**config.mk**
```make
export PLATFORM = sky130hd
export DESIGN_NAME = kms_event_decoder
export DESIGN_NICKNAME = d
export VERILOG_FILES = /design/src/rtl/kms_event_decoder.sv
export SDC_FILE = /design/constraint.sdc
export NUM_CORES = 1
export LEC_CHECK = 0
export CORE_MARGIN = 4
export CORE_UTILIZATION = 55
export DETAILED_ROUTE_END_ITERATION = 8
export PLACE_DENSITY = 0.78
export SYNTH_ARGS = -nofsm -noshare
export SYNTH_HDL_FRONTEND = slang
export SYNTH_SLANG_ARGS = --single-unit
```
**constraint.sdc**
```tcl
create_clock -name clk_sys -period 3.3 [get_ports clk_sys]
set_input_delay 0.495 -clock clk_sys [delete_from_list [all_inputs] [get_ports clk_sys]]
set_output_delay 0.495 -clock clk_sys [all_outputs]
set_load 0.005 [all_outputs]
```
**src/rtl/kms_event_decoder.sv**
```systemverilog
// Keyboard/mouse event decoder: turns level-toggle events into mouse position updates,
// a first-word-fall-through keycode FIFO and an OSD key strobe.
module kms_event_decoder #(
   parameter int FIFO_AW = 3
) (
   input  logic       clk_sys,
   input  logic       reset,
   input  logic       kms_level,
   input  logic [1:0] kbd_mouse_type,
   input  logic [7:0] kbd_mouse_data,
   input  logic [2:0] mouse_buttons_in,
   output logic       key_valid,
   output logic [7:0] key_data,
   input  logic       key_ready,
   output logic       key_overflow,
   input  logic       ovf_clr,
   output logic       osd_key_stb,
   output logic [7:0] osd_key,
   output logic [7:0] mouse_x,
   output logic [7:0] mouse_y,
   output logic [2:0] mouse_btn
);
   localparam int DEPTH = 1 << FIFO_AW;

   logic               lvl_q;
   logic               armed;
   logic [7:0]         mem [DEPTH];
   logic [FIFO_AW-1:0] wr_ptr;
   logic [FIFO_AW-1:0] rd_ptr;
   logic [FIFO_AW:0]   count;

   logic event_fire;
   logic push_req;
   logic pop;
   logic full;
   logic push;
   logic drop;

   // An edge only counts once the first post-reset sample has been taken.
   assign event_fire = armed && (kms_level != lvl_q);
   assign push_req   = event_fire && (kbd_mouse_type == 2'd2);
   assign key_valid  = (count != '0);
   assign key_data   = mem[rd_ptr];
   assign pop        = key_valid && key_ready;
   assign full       = (count == (FIFO_AW+1)'(DEPTH));
   // A full FIFO still accepts a push when the head leaves in the same cycle.
   assign push       = push_req && (!full || pop);
   assign drop       = push_req && full && !pop;

   always_ff @(posedge clk_sys) begin
      if (push) begin
         mem[wr_ptr] <= kbd_mouse_data;
      end
   end

   always_ff @(posedge clk_sys or posedge reset) begin
      if (reset) begin
         lvl_q        <= 1'b0;
         armed        <= 1'b0;
         wr_ptr       <= '0;
         rd_ptr       <= '0;
         count        <= '0;
         key_overflow <= 1'b0;
         osd_key_stb  <= 1'b0;
         osd_key      <= 8'h00;
         mouse_x      <= 8'h00;
         mouse_y      <= 8'h00;
         mouse_btn    <= 3'b000;
      end else begin
         lvl_q       <= kms_level;
         armed       <= 1'b1;
         mouse_btn   <= mouse_buttons_in;
         osd_key_stb <= event_fire && (kbd_mouse_type == 2'd3);

         if (event_fire) begin
            unique case (kbd_mouse_type)
               2'd0:    mouse_x <= mouse_x + kbd_mouse_data;
               2'd1:    mouse_y <= mouse_y + kbd_mouse_data;
               2'd3:    osd_key <= kbd_mouse_data;
               default: ;
            endcase
         end

         if (push) begin
            wr_ptr <= wr_ptr + FIFO_AW'(1);
         end
         if (pop) begin
            rd_ptr <= rd_ptr + FIFO_AW'(1);
         end
         unique case ({push, pop})
            2'b10:   count <= count + (FIFO_AW+1)'(1);
            2'b01:   count <= count - (FIFO_AW+1)'(1);
            default: ;
         endcase

         // Setting wins over a simultaneous clear request.
         if (drop) begin
            key_overflow <= 1'b1;
         end else if (ovf_clr) begin
            key_overflow <= 1'b0;
         end
      end
   end
endmodule

```
# Yosys cells after proc, flatten, opt, wreduce, memory -nomap -nowiden
# Memory sizes are Yosys's and may differ from the RTL's.
# Index checks and enable logic that the tools add are counted.
# totals
regBits	41
latchBits	0
ram_bits	64
rom_bits	0
inputBits	18
out_inout_bits	38
wordCells	47
mem_count	1
# classes
addsub	6
mul	0
div	0
n_lt_le_gt_ge	0
eq_ne	7
n_shift	0
mux	5
bitwise_logic	0
n_reduce_logical	17
# memory_table
name	depth	word_bits	read_ports	rd_clocked_by_memory_dff	wr	line	source
mem	8	8	1	0	1	27	logic [7:0] mem [DEPTH];
# op_table
operator	count
8-bit adder	2
4-bit case mux with 2 select lines	1
1-bit logical AND	7
3-bit by 1-bit adder with 3-bit output (second input constant)	2
2-bit equality test (second input constant)	3
2-bit AND reduction	3
4-bit by 1-bit adder with 4-bit output (second input constant)	1
2-bit by 1-bit equality test with 1-bit output (second input constant)	2
4-bit equality test (second input constant)	1
1-bit 2-to-1 mux	4
2-bit nonzero test	2
4-bit nonzero test	1
4-bit by 1-bit subtractor with 4-bit output (second input constant)	1
1-bit logical NOT	2
2-bit logical NOT	1
1-bit logical OR	1
1-bit inequality test	1

# Depth between registers and ports, before layout
# Gate-level depths: netlist of run 1.
# depth
depth_word	6
depth_mapped	8
mapped_depth_nobuf	8

# Least setup slack after synthesis of run 1
# OpenSTA, ideal clock, no wires.
# synth_path
kind	input to register
from	input kms_level
to	memory mem[0][0], enable pin
setup_ns	0.395
arrival_ns	2.004
required_time_ns	2.905
path_slack_ns	0.901
cell_stages	5
n_path_buf	1
cell_sequence	xor2_2 -> nand4b_4 -> nand2b_4 -> buf_6 -> nor4_1
# synth_between
elab_chain_cells	6
# synth_lines
item	line	source
start: declaration	8	input logic kms_level,
1-bit inequality test	40	assign event_fire = armed && (kms_level != lvl_q);
1-bit logical AND	40	
1-bit logical AND	41	assign push_req = event_fire && (kbd_mouse_type == 2'd2);
1-bit logical AND	47	assign push = push_req && (!full || pop);
1-bit 2-to-1 mux	51	if (push) begin
1-bit 2-to-1 mux (implied by the code)	52	mem[wr_ptr] <= kbd_mouse_data;
end: declaration	27	
# No other way between the ends.

# Final worst setup path of run 1
# layout_path
from	register rd_ptr[1]
to	output key_data[2]
# layout_between
elab_chain_cells	1
# layout_lines
item	line	source
start: declaration	29	logic [FIFO_AW-1:0] rd_ptr;
start signal: assignment	88	rd_ptr <= rd_ptr + FIFO_AW'(1);
memory 8 x 8 bit	-	
end: declaration	13	output logic [7:0] key_data,
# No other way between the ends.

==> metrics.cfg, run 1 <==
[synthesis]
synth_cell_type_count=51
syn_nets=343
synth_edf_count=64
ys_async_sr_fraction_pct=39.0
synth_area_um2=4680
seq_area_frac_synth_pct=63.0
yosys_register_bits=105
synth_cells=306
syn_avg_cell_area_um2=15.3
yosys_warnings=0
synth_top_flop_cell=edfxtp_1

[routing]
ant_nets=0
routed_via_density=5.64
drc_errors=0
drtPass1Iterations=4
vias=2779
routed_wl_um=9180
routedWlPerCell_um=18.6
initialDrtViolationCount=147

[worst_setup_path]
start_kind=flop
critPathMaxFanout=17
crit_required_ps=2800
reg2regPathDepth=7
arrival_ps=2350
worstSetupPathType=reg -> out
end_kind=output port

[floorplan]
die_h_um=100
fp.dieW_um=100
dieArea_um2=10000
core_area_um2=8260
rows=33
ios=56
start_util_pct=56.6

[sta]
rsz0062_at_grt=false
fin_crit_ps=2840
setup_viol=0
final_max_slew_viol_count=0
hold_ws_ps=487
max_freq_mhz=351
fin_tns_setup_ps=0
relSlewSlack_pct=50.0
finalClockSkew_ps=10.3
final-hold-violation-count=0
tightestPinTransition_ps=750
finalCritPeriodShare_pct=86.2

[cells_and_area]
seqCellArea_um2=2950
fin_area_um2=5680
area_growth_syn_to_layout_pct=21.5
n_fill_cell=599
multi_input_area_um2=1670
diodes=0
drive_above_1_share_pct=20.6
finalNetCount=420
finalNonFillerCells=493

[clocking]
numCtsBuffers=9
cts.sinks=105
cts_buffer_depth=2
path_clk_slew_ps=100
h-tree-depth=3
cts_tree=built
cts_resized=0
holdBufCountCts=0
clock_latency_ps=370
cts-root-buf=clkbuf_8
cts_setup_buffers=0

[place]
dp_cells=477
io_buffers=55
dp_hpwl_um=6430
gp_congestion=0.805
placed_area_um2=5460

[grt]
grt_max_degree=26
grt_pass1_vias=2943
antenna_found_initial=0
grtUsageTotal_pct=20.1
grt_pass1_wl_um=15000
grt_overflow_total=0

[job]
cap_viol_max_count=0

[pwr]
irDropWorstVdd_v=0.000466
powerDensity_nw_per_um2=763
p_leak_nw=2.17

[status]
status=completed

[hold_path]
hold_class=in -> async

==> routing by layer <==
layer	share of wire, %	wire, um	up-vias	track usage [%]
li1	-	-	1314	-
met2	49	4540	71	33.6
met4	1.6	145	0	6.84
met5	0	0	-	0
met3	5.3	486	11	4.17
met1	44	4010	1383	26.3
==> cell families (layout without fill, tap and decap cells) <==
family                   after synthesis  count (layout)  share of synthesized area (%)
AO/OA/AOI/OAI                         46              46                           6.45
XOR/XNOR                              18              18                           3.53
adder cells (fa/ha/maj)               19              19                           5.40
buffers and inverters                 12              94                           1.18
flip-flops                           105             105                           63.0
multiplexers                          36              36                           12.6
other                                  1               1                         0.0802
AND/OR/NAND/NOR                       69              69                           7.76
==> layout by cell type (no fill, tap or decap), types with 2 or more instances in the layout <==
cell type,count
a211oi_1,3
a21o_1,5
a21oi_1,10
buf_4,19
clkbuf_8,9
clkdlybuf4s50_1,55
clkinv_4,2
dfrtp_1,41
edfxtp_1,64
fa_1,2
ha_1,17
inv_1,4
inv_8,2
mux2_2,18
mux4_2,16
nand2_1,32
nand2b_1,5
nand3_1,4
nor2_1,9
nor3_1,5
nor4_1,2
o211ai_1,3
o21ai_0,13
o21bai_1,2
xnor2_1,11
xor2_1,6
==> cells in the mapped netlist, types with 2 or more instances <==
cell | number | area share [%]
nor2_1 | 9 | 0.72
edfxtp_1 | 64 | 41
inv_1 | 4 | 0.32
a21o_1 | 5 | 0.80
ha_1 | 17 | 4.5
o21ai_0 | 13 | 1.4
mux4_2 | 16 | 7.7
a21oi_1 | 10 | 1.1
xor2_1 | 6 | 1.1
nor4_1 | 2 | 0.27
clkbuf_1 | 4 | 0.32
o21bai_1 | 2 | 0.32
mux2_2 | 18 | 4.3
nor3_1 | 5 | 0.53
xnor2_1 | 11 | 2.1
fa_1 | 2 | 0.86
nand2b_1 | 5 | 0.67
a211oi_1 | 3 | 0.48
dfrtp_1 | 41 | 22
nand2_1 | 32 | 2.6
o211ai_1 | 3 | 0.48
nand3_1 | 4 | 0.43
buf_2 | 2 | 0.21
==> per-stage QoR <==
stage	power, mW	utilization [%]	setup slack, ps
6_report	4.33	68.8	455
5_1_grt	4.62	68.8	362
4_1_cts	4.37	68.8	417
3_5_place_dp	3.52	66.1	424
3_3_place_gp	3.48	66.1	483
2_1_floorplan	2.85	-	901
==> worst max-delay path, stage by stage, from the launching register on <==
cell and delay [ps]:
dfrtp_1 840, mux4_2 430, mux2_2 280, clkdlybuf4s50_1 450
==> layout make-up <==
type | instances | area share [%]
clock buffers | 9 | 2.18
clock inverters | 7 | 1.67
inverters | 4 | 0.264
multi-input cells | 189 | 29.5
flip-flops and latches | 105 | 51.9
well taps | 105 | 2.31
repair buffers | 74 | 12.2
==> where the power goes <==
part           switching [mW]  internal (mW)
Sequential              0.244           1.59
Combinational           0.658           1.00
Clock                   0.469          0.373
==> registers in the layout, indices dropped and copies added, names as in the netlist <==
name and cells:
mouse_y 8, wr_ptr 3, rd_ptr 3, count 4, mouse_btn 3, mem 64
key_overflow 1, osd_key_stb 1, armed 1, osd_key 8, mouse_x 8, lvl_q 1
==> final timing paths <==
| check | slack, ps | end | from |
|---|---|---|---|
| setup / recovery | 460 | key_data[2] | rd_ptr[1] |
| hold / removal | 490 | mouse_btn[1] | reset |
| setup reg to reg | 1220 | count[2] | count[3] |
| hold reg to reg | 490 | mouse_y[7] | mouse_y[7] |
| max in group asynchronous | 2040 | mouse_y[4] | reset |
| min in group clk_sys | 490 | mouse_y[7] | mouse_y[7] |
Note: power is estimated with default switching activity, not from simulation.
==> run 2: changes to the inputs <==
--- a/config.mk
+++ b/config.mk
@@ -9,6 +9,7 @@
 export CORE_UTILIZATION = 55
 export DETAILED_ROUTE_END_ITERATION = 8
 export PLACE_DENSITY = 0.78
+export SLEW_MARGIN = 20
 export SYNTH_ARGS = -nofsm -noshare
 export SYNTH_HDL_FRONTEND = slang
 export SYNTH_SLANG_ARGS = --single-unit
==> results of run 2 <==
Final layout, timing and power as in run 1 (identical DEF).
==> run 3: changes to the inputs <==
--- a/config.mk
+++ b/config.mk
@@ -8,6 +8,7 @@
 export CORE_MARGIN = 4
 export CORE_UTILIZATION = 55
 export DETAILED_ROUTE_END_ITERATION = 8
+export HOLD_SLACK_MARGIN = 0.02
 export PLACE_DENSITY = 0.78
 export SLEW_MARGIN = 20
 export SYNTH_ARGS = -nofsm -noshare
==> results of run 3 <==
Final layout, timing and power as in run 1 (identical DEF).
